<file path="src/rtl/fft_output_streamer.sv">
// Purpose: reads an N-point FFT result from memory in natural or bit-reversed order and streams it LANES samples per beat.
// Latency: start accepted in cycle t -> first rd_en in t+1 -> first out_valid in t+2+RD_LATENCY; one beat per cycle with out_ready high.
// Backpressure: out_ready low holds the current beat; reads pause while buffered plus in-flight beats fill the RD_LATENCY+2 entry FIFO.
//
// Ports:
//   clk, reset            single clock, asynchronous active-high reset
//   start, bit_rev        frame request (taken only when idle) and read order captured with it
//   rd_en, rd_addr        one memory read per cycle, LANES addresses packed lane 0 in the LSBs
//   rd_data               memory data, valid RD_LATENCY cycles after its rd_en cycle
//   out_data/valid/ready  output stream, lanes in rd_addr order; out_last marks the final beat
//   busy, done            busy from the cycle after start through the last transfer; done pulses after it
module fft_output_streamer #(
  parameter int N             = 32,
  parameter int word_size     = 16,
  parameter int LANES         = 2,
  parameter int RD_LATENCY    = 1,
  parameter int address_width = $clog2(N)
) (
  input  logic                           clk,
  input  logic                           reset,
  input  logic                           start,
  input  logic                           bit_rev,
  output logic                           rd_en,
  output logic [LANES*address_width-1:0] rd_addr,
  input  logic [LANES*word_size-1:0]     rd_data,
  output logic [LANES*word_size-1:0]     out_data,
  output logic                           out_valid,
  input  logic                           out_ready,
  output logic                           out_last,
  output logic                           busy,
  output logic                           done
);

  localparam int BEATS  = N / LANES;
  localparam int BEAT_W = $clog2(BEATS);
  localparam int D      = RD_LATENCY + 2;
  localparam int PTR_W  = $clog2(D);
  localparam int CNT_W  = $clog2(D + 1);
  localparam int DW     = LANES * word_size;

  typedef enum logic [1:0] {IDLE, RUN, DRAIN} state_t;

  typedef struct packed {
    logic          last;
    logic [DW-1:0] dat;
  } entry_t;

  state_t                   state_q, state_d;
  logic [BEAT_W-1:0]        beat_q, beat_d;
  logic                     bit_rev_q, bit_rev_d;
  logic                     done_q, done_d;
  logic [RD_LATENCY-1:0]    pipe_vld_q, pipe_vld_d;
  logic [RD_LATENCY-1:0]    pipe_last_q, pipe_last_d;
  entry_t                   mem_q [D];
  entry_t                   mem_d [D];
  logic [PTR_W-1:0]         wr_ptr_q, wr_ptr_d;
  logic [PTR_W-1:0]         rd_ptr_q, rd_ptr_d;
  logic [CNT_W-1:0]         count_q, count_d;

  logic [3:0]               inflight;
  logic                     last_issue;
  logic                     push;
  logic                     pop;
  entry_t                   head;
  logic [address_width-1:0] k_nat;
  logic [address_width-1:0] k_rev;

  // D is generally not a power of two, so pointers wrap explicitly.
  function automatic logic [PTR_W-1:0] ptr_inc(input logic [PTR_W-1:0] p);
    return (p == PTR_W'(D - 1)) ? '0 : p + PTR_W'(1);
  endfunction

  always_comb begin
    inflight = '0;
    for (int i = 0; i < RD_LATENCY; i++) begin
      inflight = inflight + 4'(pipe_vld_q[i]);
    end
  end

  // Every read issued already owns a FIFO slot: buffered + in flight never exceeds D.
  assign rd_en      = (state_q == RUN) && ((4'(count_q) + inflight) < 4'(D));
  assign last_issue = rd_en && (beat_q == BEAT_W'(BEATS - 1));
  assign push       = pipe_vld_q[RD_LATENCY-1];
  assign head       = mem_q[rd_ptr_q];
  assign out_valid  = (count_q != '0);
  assign out_data   = out_valid ? head.dat : '0;
  assign out_last   = out_valid && head.last;
  assign pop        = out_valid && out_ready;
  assign busy       = (state_q != IDLE);
  assign done       = done_q;

  always_comb begin
    state_d   = state_q;
    beat_d    = beat_q;
    bit_rev_d = bit_rev_q;
    done_d    = 1'b0;
    case (state_q)
      IDLE: begin
        if (start) begin
          state_d   = RUN;
          beat_d    = '0;
          bit_rev_d = bit_rev;
        end
      end
      RUN: begin
        if (rd_en) begin
          beat_d = beat_q + BEAT_W'(1);
          if (last_issue) state_d = DRAIN;
        end
      end
      DRAIN: begin
        if (pop && out_last) begin
          state_d = IDLE;
          done_d  = 1'b1;
        end
      end
      default: state_d = IDLE;
    endcase
  end

  // Read-tracking pipeline and output FIFO; the last flag travels with each read.
  always_comb begin
    pipe_vld_d     = '0;
    pipe_last_d    = '0;
    pipe_vld_d[0]  = rd_en;
    pipe_last_d[0] = last_issue;
    for (int i = 1; i < RD_LATENCY; i++) begin
      pipe_vld_d[i]  = pipe_vld_q[i-1];
      pipe_last_d[i] = pipe_last_q[i-1];
    end
    mem_d    = mem_q;
    wr_ptr_d = wr_ptr_q;
    rd_ptr_d = rd_ptr_q;
    count_d  = count_q;
    if (push) begin
      mem_d[wr_ptr_q].last = pipe_last_q[RD_LATENCY-1];
      mem_d[wr_ptr_q].dat  = rd_data;
      wr_ptr_d             = ptr_inc(wr_ptr_q);
    end
    if (pop) rd_ptr_d = ptr_inc(rd_ptr_q);
    if (push && !pop) begin
      count_d = count_q + CNT_W'(1);
    end else if (pop && !push) begin
      count_d = count_q - CNT_W'(1);
    end
  end

  // Lane l of beat b reads natural index b*LANES+l, optionally bit-reversed.
  always_comb begin
    rd_addr = '0;
    k_nat   = '0;
    k_rev   = '0;
    for (int l = 0; l < LANES; l++) begin
      k_nat = address_width'(int'(beat_q) * LANES + l);
      for (int i = 0; i < address_width; i++) begin
        k_rev[i] = k_nat[address_width-1-i];
      end
      if (rd_en) rd_addr[l*address_width +: address_width] = bit_rev_q ? k_rev : k_nat;
    end
  end

  always_ff @(posedge clk or posedge reset) begin
    if (reset) begin
      state_q     <= IDLE;
      beat_q      <= '0;
      bit_rev_q   <= 1'b0;
      done_q      <= 1'b0;
      pipe_vld_q  <= '0;
      pipe_last_q <= '0;
      wr_ptr_q    <= '0;
      rd_ptr_q    <= '0;
      count_q     <= '0;
      for (int i = 0; i < D; i++) mem_q[i] <= '0;
    end else begin
      state_q     <= state_d;
      beat_q      <= beat_d;
      bit_rev_q   <= bit_rev_d;
      done_q      <= done_d;
      pipe_vld_q  <= pipe_vld_d;
      pipe_last_q <= pipe_last_d;
      wr_ptr_q    <= wr_ptr_d;
      rd_ptr_q    <= rd_ptr_d;
      count_q     <= count_d;
      mem_q       <= mem_d;
    end
  end

endmodule

</file>
<file path="config.mk">
export PLATFORM = sky130hd
export DESIGN_NAME = fft_output_streamer
export DESIGN_NICKNAME = d
export VERILOG_FILES = /design/src/rtl/fft_output_streamer.sv
export SDC_FILE = /design/constraint.sdc
export NUM_CORES = 1
export LEC_CHECK = 0
export ABC_CLOCK_PERIOD_IN_PS = 5500
export CORE_ASPECT_RATIO = 1.4
export CORE_MARGIN = 4
export CORE_UTILIZATION = 35
export DETAILED_ROUTE_END_ITERATION = 10
export SYNTH_ARGS = -nofsm -noshare
export SYNTH_HDL_FRONTEND = slang
export SYNTH_SLANG_ARGS = --single-unit
</file>
<file path="constraint.sdc">
create_clock -name clk -period 5.5 [get_ports clk]
set_input_delay 1.65 -clock clk [delete_from_list [all_inputs] [get_ports clk]]
set_output_delay 1.65 -clock clk [all_outputs]
set_load 0.05 [all_outputs]
</file>
==> metrics.csv <==
metric,value,unit
number of flops mapped to enable cells by yosys,0,
CTS Buffer Depth,2,
RSZ-0062 raised after global routing,no,
Max Cap Violations,0,
post_cts resized,0,
Fill cells,1420,
status,"finished, final reports clean",
Syn-to-layout area delta,29.4,%
Routed Antenna Nets,0,
CTS tree,yes,
setup violators final,0,
Synth Instances,432,
Worst Tran Pin Value,1.03,ns
Final Skew,0.0109,ns
largest area contributor in the netlist,dfrtp_1,
critical path capture point type,output pin,
Fmax,208,MHz
drc violations,0,
Final GP Congestion,0.724,
clock sink count,115,
Post-CTS Setup Repair Bufs,0,
vias per cell,4.95,
IO Port Bufs,83,
vias in the first global route,3912,
Hold/Removal Path Class,reg -> reg,
gr ovfl total,0,
TritonCTS buffer count,17,
kind of critical path,reg -> out,
Hold Fails Final Rpt,0,
proportion of layout cells with a drive suffix above 1,32.8,%
critical path startpoint category,flop,
DRT iter0 DRCs,136,
"Seq/Total Area, Yosys",52.2,%
yosys warns,0,
Crit Path Max Fanout,7,
setup total negative slack,0,ns
# hold bufs at CTS,0,
"Avg Cell Area, Syn",12.8,sq um
nets,552,
FP Rows,54,
syn nets,473,
Layout Cells excl Fill,720,
DP HPWL,7850,um
num ports,84,
Core Footprint,0.0155,sq mm
H-tree levels,4,
WP data required,3.85,ns
Synth async-reset ratio,100,%
Hold WS,0.503,ns
ANT cells,0,
first-pass GRT wire length,20700,um
Arrival @ worst endpoint,3.16,ns
final slew viol count,0,
Slew headroom,31.3,%
Placed Instances,688,
DR WL/cell,17.1,um
largest net degree at the start of global routing,84,
min Tclk post-route,4.81,ns
routed vias,3565,
r2r setup slk,3.34,ns
Synth Register Bits,115,
top post-synthesis cells by area,"dfrtp_1 (52%), mux2_2 (15%), mux2_4 (8.2%)",
clock transition at the registers of the reported paths,0.06,ns
Die Footprint,0.0178,sq mm
clk root buf,clkbuf_16,
clk_lat worst skew,0.40,ns
die height,156,um
Main synth FF type,dfrtp_1,
initial core utilization,35.5,%
DRT Wirelength,12300,um
TritonRoute pass-1 iters,4,
mapped cell area,0.00551,sq mm
final worst-path cycle share,87.4,%
Synth cell types,37,
initial antenna violation count,0,
gr usage total,14.6,%
die width,114,um
Synth top area share,52.2,%
==> through the flow <==
| step | instance area (sq um) | worst slack (ns) | util [%] |
|---|---|---|---|
| 2_1_floorplan | 5510 | 0.806 | - |
| 3_3_place_gp | 6500 | 1.14 | 41.8 |
| 3_5_place_dp | 6500 | 1.12 | 41.8 |
| 4_1_cts | 7130 | 0.660 | 45.9 |
| 5_1_grt | 7130 | 0.455 | 45.9 |
| 6_report | 7130 | 0.693 | 45.9 |
==> state kept, by name, indices dropped and copies added, names as in the netlist <==
signal,flops
beat_q,4
mem_q,99
wr_ptr_q,2
state_q,2
rd_ptr_q,2
bit_rev_q,1
count_q,2
pipe_last_q,1
done,1
pipe_vld_q,1
==> synthesized netlist by cell type (4+ instances only) <==
| library cell | n |
|---|---|
| mux2_2 | 71 |
| or2_2 | 23 |
| a2bb2oi_1 | 10 |
| a21oi_1 | 23 |
| nor2_1 | 17 |
| ha_1 | 4 |
| mux2_4 | 30 |
| o21ai_0 | 4 |
| nand2_1 | 29 |
| mux2i_1 | 37 |
| clkbuf_1 | 10 |
| buf_2 | 8 |
| dfrtp_1 | 115 |
| buf_4 | 8 |
| inv_1 | 5 |
==> logic make-up after synthesis <==
group	synth area share, %
AOI/OAI and AO/OA	4.81
xor gates and xnor gates	0.477
buffers and inverters	3.59
and+or+nand+nor	8.60
muxes	29.4
DFF	52.2
adders and majority gates	0.908
==> layout by cell type, fill, tap and decap left out, types with 4 or more instances in the layout <==
cell | synthesis | final
inv_1 | 5 | 4
clkdlybuf4s50_1 | 0 | 83
a2bb2oi_1 | 10 | 10
or2_2 | 23 | 23
buf_4 | 8 | 7
dfrtp_1 | 115 | 114
o21ai_0 | 4 | 4
mux2_2 | 71 | 71
nand2_1 | 29 | 29
ha_1 | 4 | 4
mux2_4 | 30 | 30
nor2_1 | 17 | 16
clkinvlp_4 | 0 | 5
clkbuf_16 | 0 | 17
a21oi_1 | 23 | 23
bufinv_16 | 0 | 4
mux2i_1 | 37 | 37
==> cell type report <==
class | instances | area, sq um | share of cell area [%]
Clock inverter | 12 | 180 | 2.53
Inverter | 6 | 25.0 | 0.351
Sequential cell | 115 | 2880 | 40.4
Timing Repair Buffer | 90 | 883 | 12.4
Tap cell | 196 | 245 | 3.44
Clock buffer | 20 | 457 | 6.40
Multi-Input combinational cell | 281 | 2460 | 34.5
==> routing by layer <==
layer / track usage, % / vias to the layer above / routed length (um)
li1: - / 1661 / -
met3: 3.71 / 13 / 420
met4: 4.87 / 0 / 155
met2: 24.0 / 71 / 6220
met1: 18.8 / 1820 / 5540
met5: 0 / - / 0
==> critical path, stage by stage, from the launching register on <==
cell             delay (ns)
dfrtp_1                0.45
ha_1                   0.23
ha_1                   0.21
nor3b_1                0.44
nand2_1                0.26
inv_1                  0.18
and3_1                 0.18
clkdlybuf4s50_1        0.80
==> path summary, 6_finish.rpt <==
check	startpoint	end	cells past startpoint
max in group asynchronous	reset	wr_ptr_q[0]	3
min in group asynchronous	reset	mem_q[42]	2
min reg2reg	mem_q[83]	mem_q[83]	1
max reg2reg	pipe_vld_q	mem_q[70]	4
max	pipe_vld_q	rd_addr[0]	7
min	mem_q[83]	mem_q[83]	1
Power is not shown: default switching activity piles up to over one toggle a cycle in this logic, so the estimate is an artifact.
